**src/rtl/mmio_pkg.sv**
```systemverilog
// Shared definitions for the MMIO responder: register word indices, CTRL/STATUS
// bit positions, FSM state type and a byte-lane merge helper.
package mmio_pkg;

  localparam logic [7:0] REG_GPIO_OUT    = 8'h00;
  localparam logic [7:0] REG_GPIO_IN     = 8'h01;
  localparam logic [7:0] REG_TIMER_COUNT = 8'h02;
  localparam logic [7:0] REG_TIMER_CMP   = 8'h03;
  localparam logic [7:0] REG_CTRL        = 8'h04;
  localparam logic [7:0] REG_STATUS      = 8'h05;

  localparam int CTRL_TIMER_EN_BIT = 0;
  localparam int CTRL_IRQ_EN_BIT   = 1;
  localparam int STATUS_MATCH_BIT  = 0;

  typedef enum logic [1:0] {
    ST_IDLE = 2'd0,
    ST_WAIT = 2'd1,
    ST_RESP = 2'd2
  } state_t;

  // Replace the byte lanes of old_val selected by lane_mask with wdata.
  function automatic logic [31:0] byte_merge(input logic [31:0] old_val,
                                             input logic [31:0] wdata,
                                             input logic [3:0]  lane_mask);
    logic [31:0] res;
    res = old_val;
    for (int i = 0; i < 4; i++) begin
      if (lane_mask[i]) res[8*i +: 8] = wdata[8*i +: 8];
    end
    return res;
  endfunction

endpackage

```
**src/rtl/mmio_timer.sv**
```systemverilog
// Free-running timer with compare, sticky match flag and level irq.
// Only instantiated when MMIO_TIMER_EN is defined.
module mmio_timer
  import mmio_pkg::*;
(
  input  logic        clk,
  input  logic        rst,
  input  logic        count_we,
  input  logic        cmp_we,
  input  logic        ctrl_we,
  input  logic        status_we,
  input  logic [3:0]  wmask,
  input  logic [31:0] wdata,
  output logic [31:0] count,
  output logic [31:0] cmp,
  output logic [1:0]  ctrl,
  output logic        flag,
  output logic        irq
);

  logic [31:0] count_r;
  logic [31:0] cmp_r;
  logic [1:0]  ctrl_r;
  logic        flag_r;
  logic        irq_r;
  logic [1:0]  ctrl_next_s;
  logic        flag_next_s;
  logic        match_s;
  logic        clear_s;

  // Next CTRL and flag values; a match in the same cycle as a clear keeps the flag set
  always_comb begin
    if (ctrl_we && wmask[0]) ctrl_next_s = wdata[1:0];
    else                     ctrl_next_s = ctrl_r;
    match_s = ctrl_r[CTRL_TIMER_EN_BIT] && (count_r == cmp_r);
    clear_s = status_we && wmask[0] && wdata[STATUS_MATCH_BIT];
    if (match_s)      flag_next_s = 1'b1;
    else if (clear_s) flag_next_s = 1'b0;
    else              flag_next_s = flag_r;
  end

  // Timer state; irq is registered from the next flag/enable so it tracks them exactly
  always_ff @(posedge clk or posedge rst) begin
    if (rst) begin
      count_r <= 32'd0;
      cmp_r   <= 32'hFFFF_FFFF;
      ctrl_r  <= 2'b00;
      flag_r  <= 1'b0;
      irq_r   <= 1'b0;
    end else begin
      if (count_we)                         count_r <= byte_merge(count_r, wdata, wmask);
      else if (ctrl_r[CTRL_TIMER_EN_BIT])   count_r <= count_r + 32'd1;
      if (cmp_we) cmp_r <= byte_merge(cmp_r, wdata, wmask);
      ctrl_r <= ctrl_next_s;
      flag_r <= flag_next_s;
      irq_r  <= flag_next_s & ctrl_next_s[CTRL_IRQ_EN_BIT];
    end
  end

  assign count = count_r;
  assign cmp   = cmp_r;
  assign ctrl  = ctrl_r;
  assign flag  = flag_r;
  assign irq   = irq_r;

endmodule

```
**src/rtl/mmio_responder.sv**
```systemverilog
// Memory-mapped responder: request/valid handshake with wait states, GPIO and
// an optional timer block enabled by defining MMIO_TIMER_EN.
module mmio_responder #(
  parameter int          WAIT_STATES = 1,
  parameter logic [31:0] GPIO_RESET  = 32'h0000_0000
) (
  input  logic        clk,
  input  logic        rst,
  input  logic        request,
  input  logic        we_re,
  input  logic [3:0]  mask,
  input  logic [7:0]  address,
  input  logic [31:0] data_in,
  output logic        valid,
  output logic [31:0] data_out,
  input  logic [31:0] gpio_in,
  output logic [31:0] gpio_out,
  output logic        irq
);
  import mmio_pkg::*;

  localparam logic [3:0] WAIT_LOAD = (WAIT_STATES > 0) ? 4'(WAIT_STATES - 1) : 4'd0;

  state_t      state_r;
  state_t      state_next_s;
  logic [3:0]  wait_cnt_r;
  logic        cap_we_r;
  logic [3:0]  cap_mask_r;
  logic [7:0]  cap_addr_r;
  logic [31:0] cap_data_r;
  logic [31:0] gpio_out_r;
  logic [31:0] sync1_r;
  logic [31:0] sync2_r;
  logic        valid_r;
  logic [31:0] data_out_r;
  logic [7:0]  addr_sel_s;
  logic        we_sel_s;
  logic [31:0] rdata_s;
  logic        enter_resp_s;
  logic        commit_s;

  // FSM state register
  always_ff @(posedge clk or posedge rst) begin
    if (rst) state_r <= ST_IDLE;
    else     state_r <= state_next_s;
  end

  // FSM next-state logic; requests are only looked at in IDLE
  always_comb begin
    state_next_s = ST_IDLE;
    case (state_r)
      ST_IDLE: begin
        if (request) begin
          if (WAIT_STATES > 0) state_next_s = ST_WAIT;
          else                 state_next_s = ST_RESP;
        end else begin
          state_next_s = ST_IDLE;
        end
      end
      ST_WAIT: begin
        if (wait_cnt_r == 4'd0) state_next_s = ST_RESP;
        else                    state_next_s = ST_WAIT;
      end
      ST_RESP: state_next_s = ST_IDLE;
      default: state_next_s = ST_IDLE;
    endcase
  end

  // FSM outputs: response launch and write commit strobes
  always_comb begin
    enter_resp_s = (state_next_s == ST_RESP);
    commit_s     = (state_r == ST_RESP) && cap_we_r && (cap_mask_r != 4'b0000);
  end

  // With zero wait states the edge entering RESP is also the capture edge
  always_comb begin
    if (state_r == ST_IDLE) begin
      addr_sel_s = address;
      we_sel_s   = we_re;
    end else begin
      addr_sel_s = cap_addr_r;
      we_sel_s   = cap_we_r;
    end
  end

`ifdef MMIO_TIMER_EN
  logic [31:0] tmr_count_s;
  logic [31:0] tmr_cmp_s;
  logic [1:0]  tmr_ctrl_s;
  logic        tmr_flag_s;
  logic        tmr_irq_s;

  mmio_timer u_timer (
    .clk       (clk),
    .rst       (rst),
    .count_we  (commit_s && (cap_addr_r == REG_TIMER_COUNT)),
    .cmp_we    (commit_s && (cap_addr_r == REG_TIMER_CMP)),
    .ctrl_we   (commit_s && (cap_addr_r == REG_CTRL)),
    .status_we (commit_s && (cap_addr_r == REG_STATUS)),
    .wmask     (cap_mask_r),
    .wdata     (cap_data_r),
    .count     (tmr_count_s),
    .cmp       (tmr_cmp_s),
    .ctrl      (tmr_ctrl_s),
    .flag      (tmr_flag_s),
    .irq       (tmr_irq_s)
  );

  assign irq = tmr_irq_s;
`else
  assign irq = 1'b0;
`endif

  // Read data mux over the register map; unmapped words read as zero
  always_comb begin
    rdata_s = 32'd0;
    case (addr_sel_s)
      REG_GPIO_OUT:    rdata_s = gpio_out_r;
      REG_GPIO_IN:     rdata_s = sync2_r;
`ifdef MMIO_TIMER_EN
      REG_TIMER_COUNT: rdata_s = tmr_count_s;
      REG_TIMER_CMP:   rdata_s = tmr_cmp_s;
      REG_CTRL:        rdata_s = {30'd0, tmr_ctrl_s};
      REG_STATUS:      rdata_s = {31'd0, tmr_flag_s};
`endif
      default:         rdata_s = 32'd0;
    endcase
  end

  // Request capture and wait-state countdown
  always_ff @(posedge clk or posedge rst) begin
    if (rst) begin
      cap_we_r   <= 1'b0;
      cap_mask_r <= 4'b0000;
      cap_addr_r <= 8'd0;
      cap_data_r <= 32'd0;
      wait_cnt_r <= 4'd0;
    end else if ((state_r == ST_IDLE) && request) begin
      cap_we_r   <= we_re;
      cap_mask_r <= mask;
      cap_addr_r <= address;
      cap_data_r <= data_in;
      wait_cnt_r <= WAIT_LOAD;
    end else if ((state_r == ST_WAIT) && (wait_cnt_r != 4'd0)) begin
      wait_cnt_r <= wait_cnt_r - 4'd1;
    end
  end

  // Registered response; data_out is zero outside the valid cycle and for writes
  always_ff @(posedge clk or posedge rst) begin
    if (rst) begin
      valid_r    <= 1'b0;
      data_out_r <= 32'd0;
    end else begin
      valid_r    <= enter_resp_s;
      data_out_r <= (enter_resp_s && !we_sel_s) ? rdata_s : 32'd0;
    end
  end

  // GPIO output register and two-flop input synchronizer
  always_ff @(posedge clk or posedge rst) begin
    if (rst) begin
      gpio_out_r <= GPIO_RESET;
      sync1_r    <= 32'd0;
      sync2_r    <= 32'd0;
    end else begin
      if (commit_s && (cap_addr_r == REG_GPIO_OUT))
        gpio_out_r <= byte_merge(gpio_out_r, cap_data_r, cap_mask_r);
      sync1_r <= gpio_in;
      sync2_r <= sync1_r;
    end
  end

  assign valid    = valid_r;
  assign data_out = data_out_r;
  assign gpio_out = gpio_out_r;

endmodule

```
**config.mk**
```make
export PLATFORM = sky130hd
export DESIGN_NAME = mmio_responder
export DESIGN_NICKNAME = d
export VERILOG_FILES = /design/src/rtl/mmio_pkg.sv /design/src/rtl/mmio_timer.sv /design/src/rtl/mmio_responder.sv
export SDC_FILE = /design/constraint.sdc
export NUM_CORES = 1
export LEC_CHECK = 0
export ABC_AREA = 1
export CAP_MARGIN = 25
export CORE_MARGIN = 4
export CORE_UTILIZATION = 50
export CTS_CLUSTER_SIZE = 40
export DETAILED_ROUTE_END_ITERATION = 10
export PLACE_DENSITY = 0.8
export SLEW_MARGIN = 10
export SYNTH_ARGS = -nofsm -noshare
export SYNTH_HDL_FRONTEND = slang
export SYNTH_SLANG_ARGS = --single-unit
```
**constraint.sdc**
```tcl
create_clock -name clk -period 8.1 [get_ports clk]
set_clock_uncertainty 0.1 [all_clocks]
set_input_delay 1.215 -clock clk [delete_from_list [all_inputs] [get_ports clk]]
set_output_delay 1.215 -clock clk [all_outputs]
set_load 0.005 [all_outputs]
```
==> metrics.yaml, run 1 <==
detailed_routing:
  first_pass_iters: 6
  met1Wirelength_mm: 6.10
  viasPerCell: 5.16
  wl_met3_um: 963
  wl_mm: 14.4
  wl_met2_mm: 7.12
  wl_per_cell_um: 16.2
  final_antenna_net_count: 0
  drtIter0Drc: 551
  highest_layer: "met4"
  drc: 0
  vias: 4575
clocking:
  clockBufferDepth: 2
  cts_hold_buf: 0
  clock_sinks: 180
  cts_tree: "built"
  postCtsSetupRepairBufs: 0
  path_clk_slew_ps: 60
  root_buffer: "clkbuf_16"
  ctsResizeCount: 0
  htree_levels: 4
  cts_made_buffers: 17
  clkLatencyLatePin_ps: 420
synthesis:
  synthFlopType: "dfrtp_1"
  ys_warn_count: 0
  synth.yosys.seq_area_share: 0.699
  synth.ff_latch_count: 180
  syn_area_per_cell_sq_um: 11.4
  synth.net_count: 645
  synth_top_family_by_area: "simple AND/OR/NAND/NOR gates"
  synthXorXnorAreaFrac: 0.00136
  synth_area_leaders: "dfrtp_1 70%, nand2_1 5.6%, nand3_1 5.5%, o21ai_0 3.8%, o21ai_2 3.4%"
  async_reset_ff_frac: 1.00
  synth_fa_ha_area_frac: 0.00194
  synthSimpleGateAreaFrac: 0.134
  synth_most_common_cell: "dfrtp_1"
  yosys.area.top_type_share: 0.699
  synth_compound_area_frac: 0.104
  post_synth_num_cell_types: 29
  synth_top_cell_by_area: "dfrtp_1"
  synth.area.mux_share: 0
  netlist_area_sq_um: 6440
  syn_inst: 564
  synth-edff-count: 0
  synth_common_cells: "180 x dfrtp_1, 96 x nand2_1, 71 x nand3_1"
layout:
  nets: 783
  n_antenna_cell: 0
  area_growth_pct: 33.1
  drive_gt1_frac: 0.103
sta:
  slew_viol_final: 0
  maxSlewHeadroom: 0.317
  hold_slack_ps: 245
  max_freq_mhz: 347
  tightest_slew_ps: 1020
  setup-tns-final_ps: 0
  setup_violations: 0
  finalHoldViolCount: 0
  rsz0062_at_grt: "no"
  period_share: 0.356
  finalCriticalPeriod_ps: 2880
outcome:
  status: "finished, final reports clean"
placement:
  place_congestion: 0.804
  port_buffers: 144
  post-dp-hpwl_mm: 9.35
worst_hold_path:
  worstHoldStart: "sync1_r[14]"
  hold_class: "flop to flop"
worst_setup_path:
  critPathKind: "input port to flop"
  cp-end-kind: "flop"
  cp-start-kind: "input port"
  critPathMaxFanout: 33
  worstPathArrival_ps: 3060
  worstPathRequired_ps: 8280
  cp-startpoint: "address[0]"
  rr_startpoint: "state_r[0]"
run:
  max_cap_viol_count: 0
global_routing:
  grt-ovfl-total: 0
  grt_pass1_wl_mm: 23.5
  grtUsageTotal: 0.206
  grt_max_degree: 87
  antenna_found_initial: 0
  grt_pass1_vias: 4698
power_and_ir_drop:
  p_per_area_nw_per_um2: 288
  p_leak_nw: 3.72
  ir_drop_v: 0.000178
floorplan:
  std_cell_rows: 41
  die-area_sq_um: 14800
  core_area_sq_um: 12600
  ios: 146
  die_h_um: 121
  die_w_um: 121
  initial_core_util: 0.510
logic make-up after synthesis:
kind of cell               after synthesis
AOI/OAI and AO/OA                      113
DFF                                    180
adders and majority gates                1
xor gates and xnor gates                 1
and+or+nand+nor                        189
other                                    1
buffers and inverters                   79
placed cells by master, fill, tap and decap left out:
| cell | instances |
|---|---|
| o21ai_2 | 24 |
| inv_2 | 4 |
| nor2_4 | 1 |
| a21oi_2 | 1 |
| nand3_1 | 71 |
| nand3_2 | 3 |
| bufinv_16 | 2 |
| clkbuf_8 | 3 |
| nand2_4 | 1 |
| dfrtp_1 | 180 |
| clkdlybuf4s50_1 | 144 |
| inv_6 | 3 |
| nor2_2 | 1 |
| a21oi_1 | 33 |
| conb_1 | 1 |
| buf_4 | 2 |
| o21ai_1 | 3 |
| o21ai_0 | 49 |
| buf_12 | 2 |
| nor2_1 | 10 |
| nor4_4 | 1 |
| xor2_1 | 1 |
| o211ai_1 | 1 |
| o22ai_1 | 1 |
| clkbuf_1 | 1 |
| nand2_1 | 96 |
| nor3_1 | 2 |
| ha_1 | 1 |
| or2_0 | 1 |
| clkinvlp_4 | 2 |
| clkinv_4 | 2 |
| clkbuf_16 | 17 |
| and2_1 | 1 |
| nor3_2 | 1 |
| o21ai_4 | 1 |
| inv_1 | 45 |
| clkinv_2 | 3 |
flip-flops by register name, summed over array words and instances, names as in the netlist:
signal      flops
cap_addr_r      8
cap_data_r     32
cap_mask_r      4
cap_we_r        1
data_out       32
gpio_out       32
state_r         2
sync1_r        32
sync2_r        32
valid           1
wait_cnt_r      4
critical path, stage by stage:
cell             delay (ps)
clkdlybuf4s50_1         390
inv_1                    60
nand2_1                  80
o21ai_4                 380
inv_2                   570
nand3_1                 240
a21oi_1                 110
through the flow:
stage	instance area (sq um)	utilization	power, mW	cells	setup slack (ps)
CTS	8570	0.679	2.48	887	5230
finish	8570	0.679	2.47	887	5220
detailed placement	7970	0.632	1.65	855	4780
global placement	7930	0.629	1.61	853	4570
global route	8570	0.679	2.60	887	5020
floorplan	6440	-	1.48	564	1900
area by class of cell:
class                           instances  area (sq um)
Tap cell                              172           215
Multi-Input combinational cell        305          1570
Clock inverter                         11           125
Inverter                               50           193
Timing Repair Buffer                  148          1500
Fill cell                             937          4050
Sequential cell                       180          4500
Clock buffer                           21           470
power by group:
group	total, mW	internal (mW)	switching, mW	leakage, nW
Sequential	1.12	1.05	0.0720	2.28
Combinational	0.532	0.156	0.376	1.15
Clock	0.815	0.480	0.334	0.290
per-layer routing:
layer,GRT usage,up-vias
met3,0.0545,20
met5,0,-
met2,0.329,200
met1,0.277,2246
met4,0.0693,0
li1,-,2109
worst paths after layout:
| check | endpoint | slack, ps | depth (start not counted) |
|---|---|---|---|
| setup / recovery | data_out[1] | 5220 | 7 |
| hold / removal | sync2_r[14] | 250 | 0 |
| setup reg to reg | data_out[1] | 5560 | 5 |
| hold reg to reg | sync2_r[14] | 250 | 0 |
| max in group asynchronous | sync2_r[22] | 5330 | 4 |
| min in group asynchronous | cap_data_r[2] | 1210 | 2 |
(Power assumes the default switching activity.)
==> run 2: changes to the inputs <==
--- a/config.mk
+++ b/config.mk
@@ -8,10 +8,10 @@
 export ABC_AREA = 1
 export CAP_MARGIN = 25
 export CORE_MARGIN = 4
-export CORE_UTILIZATION = 50
+export CORE_UTILIZATION = 45
 export CTS_CLUSTER_SIZE = 40
 export DETAILED_ROUTE_END_ITERATION = 10
-export PLACE_DENSITY = 0.8
+export PLACE_DENSITY = 0.76
 export SLEW_MARGIN = 10
 export SYNTH_ARGS = -nofsm -noshare
 export SYNTH_HDL_FRONTEND = slang
==> constraint.sdc (replaced) <==
create_clock -name clk -period 2.6 [get_ports clk]
set_clock_uncertainty 0.1 [all_clocks]
set_input_delay 0.39 -clock clk [delete_from_list [all_inputs] [get_ports clk]]
set_output_delay 0.39 -clock clk [all_outputs]
set_load 0.005 [all_outputs]
==> metrics.yaml, run 2 (synthesis gave the netlist of run 1 again) <==
power_and_ir_drop:
  p_leak_nw: 3.80  # was 3.72 nW
  sw_frac_of_total: 0.312  # was 0.317
  power_frac_seq: 0.444  # was 0.454
  p_sw_mw: 2.44  # was 782 uW
  ir_drop_v: 0.000640  # was 0.000178 V
  p_per_area_nw_per_um2: 895  # was 288 nW/um^2
  p_int_mw: 5.39  # was 1.68 mW
  pwr-share-clk: 0.343  # was 0.331
  p_comb_frac: 0.213  # was 0.216
  total_power_mw: 7.83  # was 2.47 mW
layout:
  n_antenna_cell: 0  # unchanged
  mostFrequentLayoutCells: "180 x dfrtp_1, 144 x clkdlybuf4s50_1, 96 x nand2_1"  # unchanged
  area_growth_pct: 35.8  # was 33.1%
  fillers: 1050  # was 937
  drive_gt1_frac: 0.120  # was 0.103
  layout_commonest_cell: "dfrtp_1"  # unchanged
  nets: 795  # was 783
clocking:
  cts_made_buffers: 17  # unchanged
  root_buffer: "clkbuf_16"  # unchanged
  ctsResizeCount: 0  # unchanged
  postCtsSetupRepairBufs: 0  # unchanged
  cts_tree: "built"  # unchanged
  path_clk_slew_ps: 70  # was 60 ps
  cts_hold_buf: 0  # unchanged
  clkLatencyLatePin_ps: 430  # was 420 ps
  clock_sinks: 180  # unchanged
  htree_levels: 4  # unchanged
  clockBufferDepth: 2  # unchanged
global_routing:
  grtUsageTotal: 0.189  # was 0.206
  grt_pass1_vias: 4791  # was 4698
  antenna_found_initial: 0  # unchanged
  grt-ovfl-total: 0  # unchanged
  grt_max_degree: 51  # was 87
  grt_pass1_wl_mm: 23.7  # was 23.5 mm
outcome:
  status: "finished, final reports clean"  # unchanged
worst_hold_path:
  hold_class: "flop to flop"  # unchanged
  hold_depth: 0  # unchanged
detailed_routing:
  final_antenna_net_count: 0  # unchanged
  vias: 4524  # was 4575
  first_pass_iters: 5  # was 6
  drc: 0  # unchanged
  viasPerCell: 4.99  # was 5.16
  drtIter0Drc: 319  # was 551
  wl_per_cell_um: 16.0  # was 16.2 um
  wl_mm: 14.5  # was 14.4 mm
worst_setup_path:
  ff2ff_path_depth: 5  # unchanged
  cp-start-kind: "flop"  # was input port
  critPathKind: "flop to flop"  # was input port to flop
  critPathMaxFanout: 32  # was 33
  cp-end-kind: "flop"  # unchanged
  worstPathRequired_ps: 2790  # was 8280 ps
  worstPathArrival_ps: 2260  # was 3060 ps
floorplan:
  die_w_um: 128  # was 121 um
  initial_core_util: 0.462  # was 0.510
  std_cell_rows: 43  # was 41
  die-area_sq_um: 16300  # was 14800 sq um
  die_h_um: 128  # was 121 um
  ios: 146  # unchanged
  core_area_sq_um: 13900  # was 12600 sq um
run:
  max_cap_viol_count: 0  # unchanged
sta:
  finalCriticalPeriod_ps: 2060
  finalHoldViolCount: 0  # unchanged
  max_freq_mhz: 485
  slew_viol_final: 0  # unchanged
  tightest_slew_ps: 739  # was 1020 ps
  rsz0062_at_grt: "no"  # unchanged
  maxSlewHeadroom: 0.506  # was 0.317
  period_share: 0.794
  setup_violations: 0  # unchanged
  hold_slack_ps: 248  # was 245 ps
placement:
  post-dp-hpwl_mm: 9.84  # was 9.35 mm
  port_buffers: 144  # unchanged
  place_congestion: 0.829  # was 0.804
## run 2: final cells by class
class,instances,area [sq um],area share
Inverter,50,191,0.0219
Clock inverter,12,166,0.0190
Sequential cell,180,4500,0.515
Timing Repair Buffer,160,1620,0.186
Clock buffer,20,467,0.0534
Tap cell,180,225,0.0258
Multi-Input combinational cell,305,1570,0.179
## run 2: metrics by stage
stage	cell area (sq um)	std cells	utilization	setup WS [ps]	TNS, ps
4_1_cts	8740	907	0.627	509	0
6_report	8740	907	0.627	537	0
2_1_floorplan	6440	564	-	-199	-35750
5_1_grt	8740	907	0.627	384	0
3_3_place_gp	8110	875	0.582	408	0
3_5_place_dp	8110	875	0.582	366	0
## run 2: path summary, 6_finish.rpt
kind	from	to	slack (ps)
max in group asynchronous	rst	sync2_r[23]	1360
worst min-delay path	sync1_r[26]	sync2_r[26]	250
worst min register to register	sync1_r[26]	sync2_r[26]	250
worst max-delay path	state_r[0]	data_out[13]	540
worst max register to register	state_r[0]	data_out[13]	540
min in group asynchronous	rst	cap_data_r[13]	350
## run 2: layer usage
layer  up-vias  wire length, um  GRT usage
li1       2137                -          -
met1      2201             5980      0.245
met2       160             7230      0.305
met3        26             1010     0.0514
met4         0              294     0.0712
met5         -                0          0
## run 2: worst max-delay path, stage by stage (launching register included)
cell	delay (ps)
dfrtp_1	500
nor2_4	80
o21ai_4	500
inv_2	440
nand3_1	210
a21oi_1	90
## run 2: power by group through the flow
stage / clock, mW / sequential (mW) / combinational [mW]
finish: 2.69 / 3.47 / 1.66
global route: 2.86 / 3.52 / 1.88
CTS: 2.73 / 3.48 / 1.68
detailed placement: 0 / 3.52 / 1.65
global placement: 0 / 3.50 / 1.58
floorplan: 0 / 3.47 / 1.15
